$ cat src/rtl/alu_cmd_sequencer.sv
// Command FIFO plus sequencer that replays host ALU requests as load/persist/reset cycles.
// Optional build macro ALU_SEQ_STATS_EN enables the issue_count statistics counter.
module alu_cmd_sequencer #(
  parameter int DATA_W      = 8,
  parameter int OP_W        = 7,
  parameter int FIFO_DEPTH  = 4,
  parameter int EXEC_CYCLES = 2
) (
  input  logic              clk,
  input  logic              rst,
  input  logic              cmd_valid,
  output logic              cmd_ready,
  input  logic              cmd_clear,
  input  logic [2:0]        cmd_op,
  input  logic [DATA_W-1:0] cmd_a,
  input  logic [DATA_W-1:0] cmd_b,
  output logic [DATA_W-1:0] num1,
  output logic [DATA_W-1:0] num2,
  output logic [2:0]        in_sel,
  output logic [OP_W-1:0]   out_sel,
  output logic              on,
  output logic              busy,
  output logic              err_bad_op,
  output logic [7:0]        issue_count
);

  localparam int AW    = $clog2(FIFO_DEPTH);
  localparam int ENT_W = 2*DATA_W + 4;
  localparam int CNT_W = $clog2(EXEC_CYCLES + 1);

  typedef enum logic [1:0] {S_IDLE, S_LOAD, S_EXEC, S_CLEAR} state_t;

  logic [ENT_W-1:0]  r_mem [FIFO_DEPTH];
  logic [AW:0]       r_wr_ptr, r_rd_ptr;
  state_t            r_state;
  logic [CNT_W-1:0]  r_cnt;
  logic [DATA_W-1:0] r_num1, r_num2;
  logic [2:0]        r_in_sel;
  logic [OP_W-1:0]   r_out_sel;
  logic              r_on, r_err;

  logic [AW:0]       w_count;
  logic              w_bad_op, w_accept, w_push, w_pop_slot, w_pop;
  logic [ENT_W-1:0]  w_head;
  logic              w_head_clr;
  logic [2:0]        w_head_op;
  logic [DATA_W-1:0] w_head_a, w_head_b;

  assign w_count    = r_wr_ptr - r_rd_ptr;
  assign cmd_ready  = (w_count != (AW+1)'(FIFO_DEPTH));
  assign w_bad_op   = !cmd_clear && ({1'b0, cmd_op} >= 4'(OP_W));
  assign w_accept   = cmd_valid && cmd_ready;
  assign w_push     = w_accept && !w_bad_op;

  assign w_head     = r_mem[r_rd_ptr[AW-1:0]];
  assign w_head_clr = w_head[ENT_W-1];
  assign w_head_op  = w_head[2*DATA_W +: 3];
  assign w_head_a   = w_head[DATA_W +: DATA_W];
  assign w_head_b   = w_head[0 +: DATA_W];

  // Pop when idle, or on the final cycle of a sequence so the next one starts without a bubble.
  assign w_pop_slot = (r_state == S_IDLE) || (r_state == S_CLEAR) ||
                      ((r_state == S_EXEC) && (r_cnt == CNT_W'(1)));
  assign w_pop      = w_pop_slot && (w_count != '0);

  assign busy       = (r_state != S_IDLE) || (w_count != '0);

  always_ff @(posedge clk) begin
    if (w_push) r_mem[r_wr_ptr[AW-1:0]] <= {cmd_clear, cmd_op, cmd_a, cmd_b};
  end

  always_ff @(posedge clk or negedge rst) begin
    if (!rst) begin
      r_wr_ptr <= '0;
      r_rd_ptr <= '0;
    end else begin
      if (w_push) r_wr_ptr <= r_wr_ptr + 1'b1;
      if (w_pop)  r_rd_ptr <= r_rd_ptr + 1'b1;
    end
  end

  always_ff @(posedge clk or negedge rst) begin
    if (!rst) begin
      r_state   <= S_IDLE;
      r_cnt     <= '0;
      r_num1    <= '0;
      r_num2    <= '0;
      r_in_sel  <= 3'b000;
      r_out_sel <= '0;
      r_on      <= 1'b0;
      r_err     <= 1'b0;
    end else begin
      r_on <= 1'b1;
      if (w_accept && w_bad_op) r_err <= 1'b1;
      if (w_pop) begin
        if (w_head_clr) begin
          r_state   <= S_CLEAR;
          r_in_sel  <= 3'b001;
          r_out_sel <= '0;
          r_num1    <= '0;
          r_num2    <= '0;
        end else begin
          r_state   <= S_LOAD;
          r_in_sel  <= 3'b010;
          r_out_sel <= OP_W'(1) << w_head_op;
          r_num1    <= w_head_a;
          r_num2    <= w_head_b;
        end
      end else begin
        case (r_state)
          S_LOAD: begin
            r_state  <= S_EXEC;
            r_in_sel <= 3'b100;
            r_cnt    <= CNT_W'(EXEC_CYCLES);
          end
          S_EXEC: begin
            if (r_cnt != CNT_W'(1)) begin
              r_cnt <= r_cnt - CNT_W'(1);
            end else begin
              r_state   <= S_IDLE;
              r_in_sel  <= 3'b000;
              r_out_sel <= '0;
            end
          end
          default: begin
            r_state   <= S_IDLE;
            r_in_sel  <= 3'b000;
            r_out_sel <= '0;
          end
        endcase
      end
    end
  end

  assign num1       = r_num1;
  assign num2       = r_num2;
  assign in_sel     = r_in_sel;
  assign out_sel    = r_out_sel;
  assign on         = r_on;
  assign err_bad_op = r_err;

`ifdef ALU_SEQ_STATS_EN
  logic [7:0] r_issue;
  // Every pop enters LOAD or CLEAR, so pops are exactly the issued commands.
  always_ff @(posedge clk or negedge rst) begin
    if (!rst) r_issue <= 8'd0;
    else if (w_pop) r_issue <= r_issue + 8'd1;
  end
  assign issue_count = r_issue;
`else
  assign issue_count = 8'd0;
`endif

endmodule

$ cat config.mk
export PLATFORM = sky130hd
export DESIGN_NAME = alu_cmd_sequencer
export DESIGN_NICKNAME = d
export VERILOG_FILES = /design/src/rtl/alu_cmd_sequencer.sv
export SDC_FILE = /design/constraint.sdc
export NUM_CORES = 1
export LEC_CHECK = 0
export BUFFER_PORTS_ARGS = -buffer_cell sky130_fd_sc_hd__buf_4
export CAP_MARGIN = 10
export CORE_UTILIZATION = 57
export CTS_CLUSTER_SIZE = 10
export DETAILED_ROUTE_END_ITERATION = 8
export PLACE_DENSITY_LB_ADDON = 0.2
export REMOVE_ABC_BUFFERS = 1
export SETUP_SLACK_MARGIN = 0.15
export SLEW_MARGIN = 0
export SYNTH_ARGS = -nofsm -noshare
export SYNTH_HDL_FRONTEND = slang
export SYNTH_SLANG_ARGS = --single-unit
$ cat constraint.sdc
create_clock -name clk -period 3.27 [get_ports clk]
set_input_delay 0.1635 -clock clk [delete_from_list [all_inputs] [get_ports clk]]
set_output_delay 0.1635 -clock clk [all_outputs]
set_load 0.05 [all_outputs]
==> metrics list, run 1 <==
* Run status: finished clean
- Final layout net count: 413
* Hold/Removal Path Class: in2async
* Post-detailed-routing wire length: 8585 µm
- Worst slew slack as a fraction of its limit: 59.44%
* Avg Inst Size Synth: 16.64 µm²
- Clock tree from TritonCTS: built
- The number of global-route vias before repair was 2777.
- In this run, synthesis inferred 80 flip-flops with an integrated enable.
- By area the synthesized netlist is led by sky130_fd_sc_hd__edfxtp_1, sky130_fd_sc_hd__dfrtp_1, sky130_fd_sc_hd__mux4_2, sky130_fd_sc_hd__ha_1, sky130_fd_sc_hd__inv_1.
- The worst register-to-register path begins at r_wr_ptr[0].
- First-pass GRT wire length: 14200 µm
- Startpoint kind of the worst setup timing path: register
- Clock latency of the later-clocked register in the worst-skew pair: 0.50 ns
* Inserted Diodes: 0
- Detailed-route DRC error count: 0
- Buffering stage count on the worst path with inverters included: 2
* Die Width: 93.70 µm
- The floorplan step defined a die boundary enclosing 0.008780 mm².
* Worst Max-Slew Pin Slew: 0.6046 ns
- Time the worst path needs with I/O delays and setup: 2.676 ns
* Critical path start-end classification: reg2reg
* Flip-flop cell with the highest count after synthesis: sky130_fd_sc_hd__edfxtp_1
- For this design, the slowest cell found on the critical path is sky130_fd_sc_hd__and2_1.
- Mapped Cells: 288
- Largest delay share family, worst path: simple AND/OR/NAND/NOR gates
- Detailed router's first-iteration violation count: 166
- Compared with the post-synthesis result, the final layout area differs by 25.82%.
- Once the floorplan was initialized, standard cells occupied 58.63% of the core.
- FMAX: 373.8 MHz
- The routed layout has 2674 vias.
- The biggest area contributor in the post-synthesis netlist is sky130_fd_sc_hd__edfxtp_1.
- The die is 93.70 µm tall.
- Initial DRT Pass Iterations: 4
- Final total negative setup slack: 0 ns
- Max Fanout on Critical Path: 12
- Cell chosen for the clock root: sky130_fd_sc_hd__clkbuf_8
- The Yosys step of the flow raised 0 warnings.
- The floorplan has 33 rows.
- Max-slew violations: 0
- Overall track demand over capacity in global routing: 22.61%
- Number of buffers inserted during clock tree synthesis: 17
* Maximum vdd ir drop: 601.1 µV
- Sequential cell area fraction in the yosys report: 69.96%
* Endpoint class of the critical path: register
- Clock transition at path regs: 0.05 ns
* Antenna viol nets, final: 0
* Via-to-Cell Ratio: 5.380
* Routed len/inst: 17.27 µm
- Summed over its instances, the top area cell type makes up 50.12% of the synthesized netlist area.
- Final Hold Slack: 0.1793 ns
* Critical path cell sequence: inv_1, ha_1, nor2b_1, xnor2_2, a311oi_4, and2_1, buf_4
* Io pins: 61
- The clock arrives with 0.007003 ns of skew.
* Endpoints failing hold: 0
- H-tree levels: 4
- In the finished design, the share of the clock period the worst path needs comes to 81.82%.
- In this run the worst setup path begins at r_wr_ptr[0].
* Number of max-cap violations: 0
- Netlist Area Pre-Place: 0.004793 mm²
- The number of antenna violations at the first check in global routing is 0.
- Power density cells: 1078 mW/mm²
- CTS saw 118 sinks.
- Final weighted congestion of routability-driven global placement: 0.7552
* Clock Path Buffers: 2
- Leakage component of the power: 2.398 nW
- The wire-length estimate of the detail-placed layout is 5212 µm.
* Setup violators final: 0
- Fraction of final layout cells with drive strength greater than 1: 29.34%
* Flop and latch count out of synthesis: 118
- Buffers inserted by post-CTS timing repair: 0
- GRT Residual Overflow: 0
- STA puts the critical path data arrival time at 2.87 ns.
* Delay contributed by the slowest stage of the critical path: 0.48 ns
- Count of buffers from port buffering: 52
- Entering global routing, the biggest net connects 39 pins.
* Number of gates given a new drive strength after cts: 0
- Setup repair after global routing missed its margin: false
- Standard cell core area: 0.008175 mm²
- Number of distinct standard cells referenced by the synthesized netlist: 42
* CP Data Required Time: 3.46 ns
* Async set-reset flop share out of synthesis: 32.20%
metrics by stage:
stage          setup slack, ns  instances  power (mW)  util (%)  cell area [µm²]
2_1_floorplan           0.1277        277       4.108         -             4698
6_report                0.5944        497       6.499     73.77             6031
3_3_place_gp            0.7073        443       4.827     64.68             5288
4_1_cts                 0.5341        497       6.557     73.77             6031
5_1_grt                 0.3922        497       6.876     73.77             6031
3_5_place_dp            0.5850        443       4.901     64.68             5288
synth_stat cells, types with 2 or more instances:
cell	count
sky130_fd_sc_hd__edfxtp_1	80
sky130_fd_sc_hd__dfrtp_1	38
sky130_fd_sc_hd__inv_1	26
sky130_fd_sc_hd__mux4_2	20
sky130_fd_sc_hd__nand3_1	17
sky130_fd_sc_hd__o21ai_0	17
sky130_fd_sc_hd__buf_4	11
sky130_fd_sc_hd__ha_1	11
sky130_fd_sc_hd__nand2_1	8
sky130_fd_sc_hd__a32o_1	5
sky130_fd_sc_hd__and2_1	5
sky130_fd_sc_hd__a21oi_1	4
sky130_fd_sc_hd__buf_2	4
sky130_fd_sc_hd__nor2_1	3
sky130_fd_sc_hd__nor2b_1	3
sky130_fd_sc_hd__o21ai_1	3
sky130_fd_sc_hd__a22o_1	2
sky130_fd_sc_hd__conb_1	2
sky130_fd_sc_hd__o22ai_1	2
sky130_fd_sc_hd__o2bb2ai_1	2
sky130_fd_sc_hd__xnor2_1	2
sky130_fd_sc_hd__xnor2_2	2
sky130_fd_sc_hd__xor2_1	2
power breakdown:
group | leakage [nW] | internal (mW) | total [mW] | switching, mW
clock | 0.250 | 1.01 | 1.61 | 0.602
sequential | 1.22 | 2.05 | 2.21 | 0.161
combinational | 0.932 | 0.980 | 2.68 | 1.70
path summary, 6_finish.rpt:
kind,to,slack [ns],depth (start not counted)
max,r_mem[2][0],0.59,7
min,out_sel[0],0.18,2
max reg2reg,r_mem[2][0],0.59,7
min reg2reg,out_sel[6],0.49,1
max in group asynchronous,num2[6],2.73,2
min in group clk,r_mem[3][9],0.40,2
flip-flops by register name, summed over array words and instances, names as in the netlist:
register    count
r_mem          80
num2            8
in_sel          3
r_wr_ptr        3
num1            8
out_sel         7
r_state         2
on              1
r_cnt           2
r_rd_ptr        3
err_bad_op      1
layer usage:
metal | global-route usage (%) | part of all wire (%) | vias up
li1 | - | - | 1248
met5 | 0 | 0 | -
met2 | 36.86 | 52 | 76
met4 | 11.03 | 1.6 | 0
met1 | 29.23 | 43 | 1338
met3 | 4.531 | 3.8 | 12
layout make-up:
type,count,area (µm²)
clock inverter,11,83.83
multi-input combinational,132,1244
inverter,27,101.3
timing repair buffer,83,678.2
clock buffer,21,439.2
sequential,118,3353
tap,105,131.4
fill,514,2145
cells by family after synthesis:
| group | share of synthesized area (%) |
|---|---|
| compound gates | 6.578 |
| xor+xnor | 1.410 |
| fa+ha+maj | 2.871 |
| buf+inv | 4.646 |
| flops | 69.96 |
| mux | 9.710 |
| other cells | 0.1567 |
| simple gates | 4.673 |
cells in the final DEF, fill, tap and decap left out, types with 3 or more instances in the layout:
cell type                       synthesis  layout
sky130_fd_sc_hd__clkinv_2               0       4
sky130_fd_sc_hd__nor2_1                 3       3
sky130_fd_sc_hd__and2_1                 5       5
sky130_fd_sc_hd__inv_1                 26      26
sky130_fd_sc_hd__clkbuf_1               1       3
sky130_fd_sc_hd__mux4_2                20      20
sky130_fd_sc_hd__buf_4                 11      61
sky130_fd_sc_hd__ha_1                  11      11
sky130_fd_sc_hd__o21ai_0               17      17
sky130_fd_sc_hd__conb_1                 2       9
sky130_fd_sc_hd__a21oi_1                4       4
sky130_fd_sc_hd__dfrtp_1               38      38
sky130_fd_sc_hd__edfxtp_1              80      80
sky130_fd_sc_hd__clkinvlp_4             0       3
sky130_fd_sc_hd__nand2_1                8       8
sky130_fd_sc_hd__clkbuf_16              0      16
sky130_fd_sc_hd__o21ai_1                3       3
sky130_fd_sc_hd__nand3_1               17      17
sky130_fd_sc_hd__nor2b_1                3       3
sky130_fd_sc_hd__a32o_1                 5       5
sky130_fd_sc_hd__clkinv_1               1       4
sky130_fd_sc_hd__dlygate4sd3_1          0      22
repair_timing:
item | CTS | global route
hold endpoints to repair | 119 | 0
hold buffers | 22 | 0
setup endpoints to repair | 0 | 0
Power figures use the tool's default switching activity.
==> run 2: changes to the inputs <==
==> constraint.sdc (replaced) <==
create_clock -name clk -period 2.5 [get_ports clk]
set_input_delay 0.125 -clock clk [delete_from_list [all_inputs] [get_ports clk]]
set_output_delay 0.125 -clock clk [all_outputs]
set_load 0.05 [all_outputs]
==> metrics list, run 2 (synthesis results as in run 1) <==
- The combined area of the multi-input logic cells was 0.001247 mm² (+0.30%).
- Startpoint kind of the worst setup timing path: register
* Hold/Removal Path Class: in2async
* Fraction of final layout cells with drive strength greater than 1: 31.74% (+2.4 points)
- Worst slew slack as a fraction of its limit: 57.00% (-2.4 points)
- Setup repair after global routing missed its margin: true
- The buffer and inverter count on the worst path is 2 (unchanged).
- The clock latency on the worst-skew pair was 0.50 ns (about the same).
- The number of detailed-route iterations in the first pass is 6 (+2).
- The top cell types in the final layout, fill and taps aside, are sky130_fd_sc_hd__edfxtp_1, sky130_fd_sc_hd__buf_4, sky130_fd_sc_hd__dfrtp_1.
* Effective utilization at floorplan: 58.63% (unchanged)
- The number of clock sinks seen by CTS is 118 (unchanged).
- The number of clock buffers inserted by TritonCTS is 17 (unchanged).
* Worst-case setup margin in the final layout: 0.2720 ns (-0.3224 ns)
- The critical path goes through inv_1, ha_1, nor2b_1, xnor2_2, o21ba_2, buf_4, nand2_1, xnor2_1.
- Sequential cell area: 0.003353 mm² (unchanged)
* Max Fanout on Critical Path: 28 (+16)
- The clock slew seen by the registers of the worst setup and hold paths came to 0.06 ns (about the same).
- Standard cell core area: 0.008175 mm² (unchanged)
* Worst Setup Slack post-DPL: 0.1986 ns (-0.3864 ns)
- Power density cells: 1449 mW/mm² (+34%)
- Max FFs per register: 80 (unchanged)
- The part of the cycle the worst path needs was 89.12% (+7.3 points).
* Critical-path cell with the highest stage delay: sky130_fd_sc_hd__dfrtp_1
* Num rows: 33 (unchanged)
- The number of antenna violations at the first check in global routing was 0 (unchanged).
- Detailed router's first-iteration violation count: 150 (-9.6%)
* Run status: finished clean
- The data arrival time of the critical path came to 2.61 ns (-0.26 ns).
* Clk_skew: 0.007157 ns (+0.0001543 ns)
- The delay of the slowest cell on the worst path is 0.37 ns (-0.11 ns).
- The width of the die is 93.70 µm (unchanged).
- The count of maximum capacitance violations is 0 (unchanged).
- The number of primary I/O pins is 61 (unchanged).
- TritonCTS built the clock tree.
- The detailed placement HPWL was 5439 µm (+4.3%).
- Pin count of the biggest net entering global routing: 39 (unchanged)
- Endpoints failing hold: 0 (unchanged)
* FMAX: 448.8 MHz (+20%)
- Setup violators final: 0 (unchanged)
* Total Power Consumption: 8.906 mW (+37%)
- Via count of the first global-routing pass: 2793 (+0.58%)
- The depth of the CTS H-tree came to 4 (unchanged).
* First-pass GRT wire length: 14460 µm (+1.8%)
* Inserted Diodes: 0 (unchanged)
- The total routed wirelength is 9345 µm (+8.9%).
- Die outline area: 0.008780 mm² (unchanged)
- GRT Residual Overflow: 0 (unchanged)
* Die Y-Extent: 93.70 µm (unchanged)
- The via total after detailed routing was 2710 (+1.3%).
* Worst Max-Slew Pin Slew: 0.6411 ns (+0.03643 ns)
- The setup total negative slack is 0 ns (unchanged).
- Final layout net count: 418 (+1.2%)
* Largest delay share family, worst path: XOR/XNOR gates
- The maximum resistive drop on vdd came to 816.8 µV (+36%).
- Relative to the synthesized area, the layout overhead comes to 28.19%.
- Count of buffers from port buffering: 52 (unchanged)
* Most common library cell in the layout ignoring fill and taps: sky130_fd_sc_hd__edfxtp_1
* Critical path start-end classification: reg2reg
- The post-route DRC violation count came to 0 (unchanged).
- Cell chosen for the clock root: sky130_fd_sc_hd__clkbuf_8
- Antenna viol nets, final: 0 (unchanged)
- The count of fill cells added during filler insertion came to 498 (-3.1%).
- The clock tree buffer depth is 2 (unchanged).
- The wire length per cell after detailed routing is 18.62 µm (+7.8%).
* Overall track demand over capacity in global routing: 23.43% (+0.82 points)
- The placer's final routability congestion estimate came to 0.7615 (+0.83%).
- Time the worst path needs with I/O delays and setup: 2.228 ns (-0.4476 ns)
- Endpoint class of the critical path: register
- Max-slew violations: 0 (unchanged)
- The number of vias per cell after detailed routing came to 5.398 (+0.34%).
- Leakage component of the power: 2.450 nW (+2.2%)
- CP Data Required Time: 2.88 ns (-0.58 ns)
-- run 2: path summary, 6_finish.rpt --
path / cells past startpoint / start / end / slack (ns)
worst max-delay path: 8 / r_wr_ptr[0] / r_rd_ptr[2] / 0.27
worst min-delay path: 2 / rst / out_sel[6] / 0.13
worst max register to register: 8 / r_wr_ptr[0] / r_rd_ptr[2] / 0.27
worst min register to register: 1 / out_sel[6] / out_sel[6] / 0.49
max in group asynchronous: 2 / rst / r_rd_ptr[1] / 2.02
min in group clk: 2 / cmd_a[5] / r_mem[0][13] / 0.37
-- run 2: worst reg2reg max path: stages (launching register included) --
cell                      delay [ns]
sky130_fd_sc_hd__dfrtp_1        0.37
sky130_fd_sc_hd__inv_1          0.10
sky130_fd_sc_hd__ha_1           0.20
sky130_fd_sc_hd__nor2b_1        0.15
sky130_fd_sc_hd__xnor2_2        0.36
sky130_fd_sc_hd__o21ba_2        0.35
sky130_fd_sc_hd__buf_4          0.34
sky130_fd_sc_hd__nand2_1        0.11
sky130_fd_sc_hd__xnor2_1        0.13
-- run 2: where the power goes --
group | leakage (nW) | internal, mW | switching [mW]
clock network | 0.275 | 1.51 | 0.839
logic | 0.959 | 1.36 | 2.28
registers | 1.22 | 2.68 | 0.235
total | 2.45 | 5.55 | 3.36
-- run 2: cell type report --
class,instances,share of cell area [%]
Clock buffer,19,6.862
Tap cell,105,2.138
Inverter,27,1.649
Sequential cell,118,54.57
Clock inverter,13,2.566
Multi-Input combinational cell,132,20.30
Timing Repair Buffer,88,11.91
-- run 2: timing repair --
item                                    CTS  global route
hold buffers                             22             0
hold endpoints to repair                119             0
resized for setup                         0             4
endpoints found under the setup margin    0            89
setup buffers                             0             1
-- run 2: metal layers --
layer | wire length (µm) | track usage (%) | vias up
li1 | - | - | 1253
met1 | 3698 | 27.10 | 1373
met2 | 5156 | 41.61 | 78
met3 | 435 | 5.906 | 6
met4 | 55 | 9.359 | 0
met5 | 0 | 0 | -
-- run 2: metrics by stage --
stage	hold slack (ns)	instances	area, µm²	utilization, %
floorplan	-0.1706	277	4698	-
global placement	0.1363	447	5330	65.20
detailed placement	0.1395	447	5330	65.20
CTS	0.1387	501	6130	74.98
global route	0.1637	502	6145	75.16
finish	0.1323	502	6145	75.16
==> run 3: changes to the inputs <==
--- a/config.mk
+++ b/config.mk
@@ -11,6 +11,7 @@
 export CTS_CLUSTER_SIZE = 10
 export DETAILED_ROUTE_END_ITERATION = 8
 export PLACE_DENSITY_LB_ADDON = 0.2
+export RECOVER_POWER = 50
 export REMOVE_ABC_BUFFERS = 1
 export SETUP_SLACK_MARGIN = 0.15
 export SLEW_MARGIN = 0
==> metrics list, run 3 (synthesis results as in run 1) <==
- The clock slew seen by the registers of the worst setup and hold paths was 0.06 ns (about the same).
* Violated checks: capacitance limit, slew limit
- First-pass GRT wire length: 14460 µm (unchanged)
* Finished Layout Cells: 502 (unchanged)
- Initial antenna violation count: 0 (unchanged)
- Effective utilization at floorplan: 58.63% (unchanged)
* Total Power Consumption: 8.827 mW (-0.89%)
* Post-detailed-routing wire length: 9380 µm (+0.37%)
- The total power density per cell area is 1468 mW/mm² (+1.3%).
- Most used cells in the layout excluding fill and tap cells: sky130_fd_sc_hd__edfxtp_1, sky130_fd_sc_hd__dfrtp_1, sky130_fd_sc_hd__clkbuf_1
- The core area was 0.008175 mm² (unchanged).
- Max FFs per register: 80 (unchanged)
- Endpoint class of the critical path: register
* Worst slew slack as a fraction of its limit: -41.17% (-98 points)
- The number of antenna diodes came to 0 (unchanged).
* Count of buffers from port buffering: 52 (unchanged)
- Relative to the synthesized area, the layout overhead comes to 25.45%.
- Cell chosen for the clock root: sky130_fd_sc_hd__clkbuf_8
- Number of max-cap violations: 1 (+1)
- FMAX: 450.7 MHz (+0.41%)
* Layout Cell Area excl Fill: 0.006013 mm² (-2.1%)
* Clk_skew: 0.006726 ns (-0.0004317 ns)
* Critical path start-end classification: reg2reg
- The library cell used most frequently in the layout, excluding fill and tap cells, is sky130_fd_sc_hd__edfxtp_1.
* Startpoint kind of the worst setup timing path: register
- Num rows: 33 (unchanged)
- Post-route fraction of the period consumed by the critical path: 88.75% (-0.37 points)
* Leakage component of the power: 2.319 nW (-5.4%)
- Dpl cells: 447 (unchanged)
- Maximum vdd ir drop: 817.5 µV (about the same)
- The number of detailed-route iterations in the first pass is 6 (unchanged).
* Max Fanout on Critical Path: 12 (-57%)
* CP Data Arrival Time: 2.41 ns (-0.20 ns)
- Worst Max-Slew Pin Slew: 2.118 ns (+1.477 ns)
- The placer's final routability congestion estimate was 0.7615 (unchanged).
- TritonCTS built the clock tree.
- Number of buffers inserted during clock tree synthesis: 17 (unchanged)
- The total global routing overflow came to 0 (unchanged).
- The first-iteration detailed-routing DRC count came to 120 (-20%).
- Hold/Removal Path Class: in2reg
* Endpoints failing hold: 0 (unchanged)
- Final Hold Slack: 0.4175 ns (+0.2852 ns)
- The number of clock sinks seen by CTS is 118 (unchanged).
- Time the worst path needs with I/O delays and setup: 2.219 ns (-0.009139 ns)
- Setup repair after global routing could not meet its margin everywhere.
* Die Y-Extent: 93.70 µm (unchanged)
* Clock latency of the later-clocked register in the worst-skew pair: 0.50 ns (about the same)
- Pin count of the biggest net entering global routing: 39 (unchanged)
- Antenna viol nets, final: 0 (unchanged)
- The clock tree buffer depth was 2 (unchanged).
- Number of vias after detailed routing: 2748 (+1.4%)
* Placed cell area: 0.005330 mm² (unchanged)
* Io pins: 61 (unchanged)
- Final layout net count: 418 (unchanged)
- Run status: finished, violations left
- The width of the die is 93.70 µm (unchanged).
- The number of global-route vias before repair is 2793 (unchanged).
- The setup violation total in the final timing report is 0 (unchanged).
- H-tree levels: 4 (unchanged)
- The count of pins over their slew limit is 39 (+39).
* Final total negative setup slack: 0 ns (unchanged)
- HPWL reported at the end of detailed placement: 5439 µm (unchanged)
- Overall track demand over capacity in global routing: 23.43% (unchanged)
- CP Data Required Time: 2.69 ns (-0.19 ns)
* Die outline area: 0.008780 mm² (unchanged)
* Fraction of final layout cells with drive strength greater than 1: 22.92% (-8.8 points)
- The wire length per cell after detailed routing came to 18.69 µm (+0.37%).
* Detailed-route DRC error count: 0 (unchanged)
* Count of filler cells inserted in the layout: 545 (+9.4%)
- Via-to-Cell Ratio: 5.474 (+1.4%)
[run 3: cell types whose count changed in the layout (fill, tap and decap cells not counted), sizes merged]
cell	previous run	this run
buf	66	31
clkbuf	19	54
[run 3: layout make-up]
cell class	instances	area (µm²)	area share [%]
tap	105	131.4	2.185
inverter	27	101.3	1.685
multi-input combinational	132	1247	20.74
clock inverter	13	157.7	2.622
sequential	118	3353	55.76
timing repair buffer	88	600.6	9.988
clock buffer	19	421.7	7.012
[run 3: per-stage QoR]
stage | utilization, % | worst slack (ns)
6_report | 73.55 | 0.2811
5_1_grt | 73.55 | 0.06744
4_1_cts | 74.98 | 0.1867
3_5_place_dp | 65.20 | 0.1986
3_3_place_gp | 65.20 | 0.2712
2_1_floorplan | - | -0.6423
[run 3: path summary, 6_finish.rpt]
check / to / cells after the start / from / slack (ns)
max: r_mem[2][3] / 7 / r_wr_ptr[0] / 0.28
min: r_mem[1][9] / 2 / cmd_a[1] / 0.42
max reg2reg: r_mem[2][3] / 7 / r_wr_ptr[0] / 0.28
min reg2reg: out_sel[6] / 1 / out_sel[6] / 0.48
max in group asynchronous: r_wr_ptr[2] / 2 / rst / 0.51
min in group asynchronous: out_sel[6] / 2 / rst / 0.78
[run 3: where the power goes]
group | total [mW] | switching [mW] | internal, mW
sequential | 2.91 | 0.235 | 2.68
combinational | 3.56 | 2.28 | 1.28
clock | 2.35 | 0.842 | 1.51
[run 3: critical path, cell delays in order (launching register included)]
cell and delay [ns]:
sky130_fd_sc_hd__dfrtp_1 0.40, sky130_fd_sc_hd__inv_1 0.14, sky130_fd_sc_hd__ha_1 0.16, sky130_fd_sc_hd__nor2b_1 0.19, sky130_fd_sc_hd__xnor2_2 0.17, sky130_fd_sc_hd__a311oi_4 0.40
sky130_fd_sc_hd__and2_1 0.21, sky130_fd_sc_hd__buf_4 0.24
[run 3: what timing repair did]
item / CTS / global route
resized for setup: 0 / 4
endpoints found under the hold margin: 119 / 0
buffers inserted: 0 / 1
hold buffers: 22 / 0
setup endpoints to repair: 0 / 89
[run 3: metal layers]
layer	vias to the layer above	global-route usage (%)	part of all wire (%)
li1	1254	-	-
met1	1401	27.10	40
met2	82	41.61	55
met3	11	5.906	4.0
met4	0	9.359	0.76
met5	-	0	0
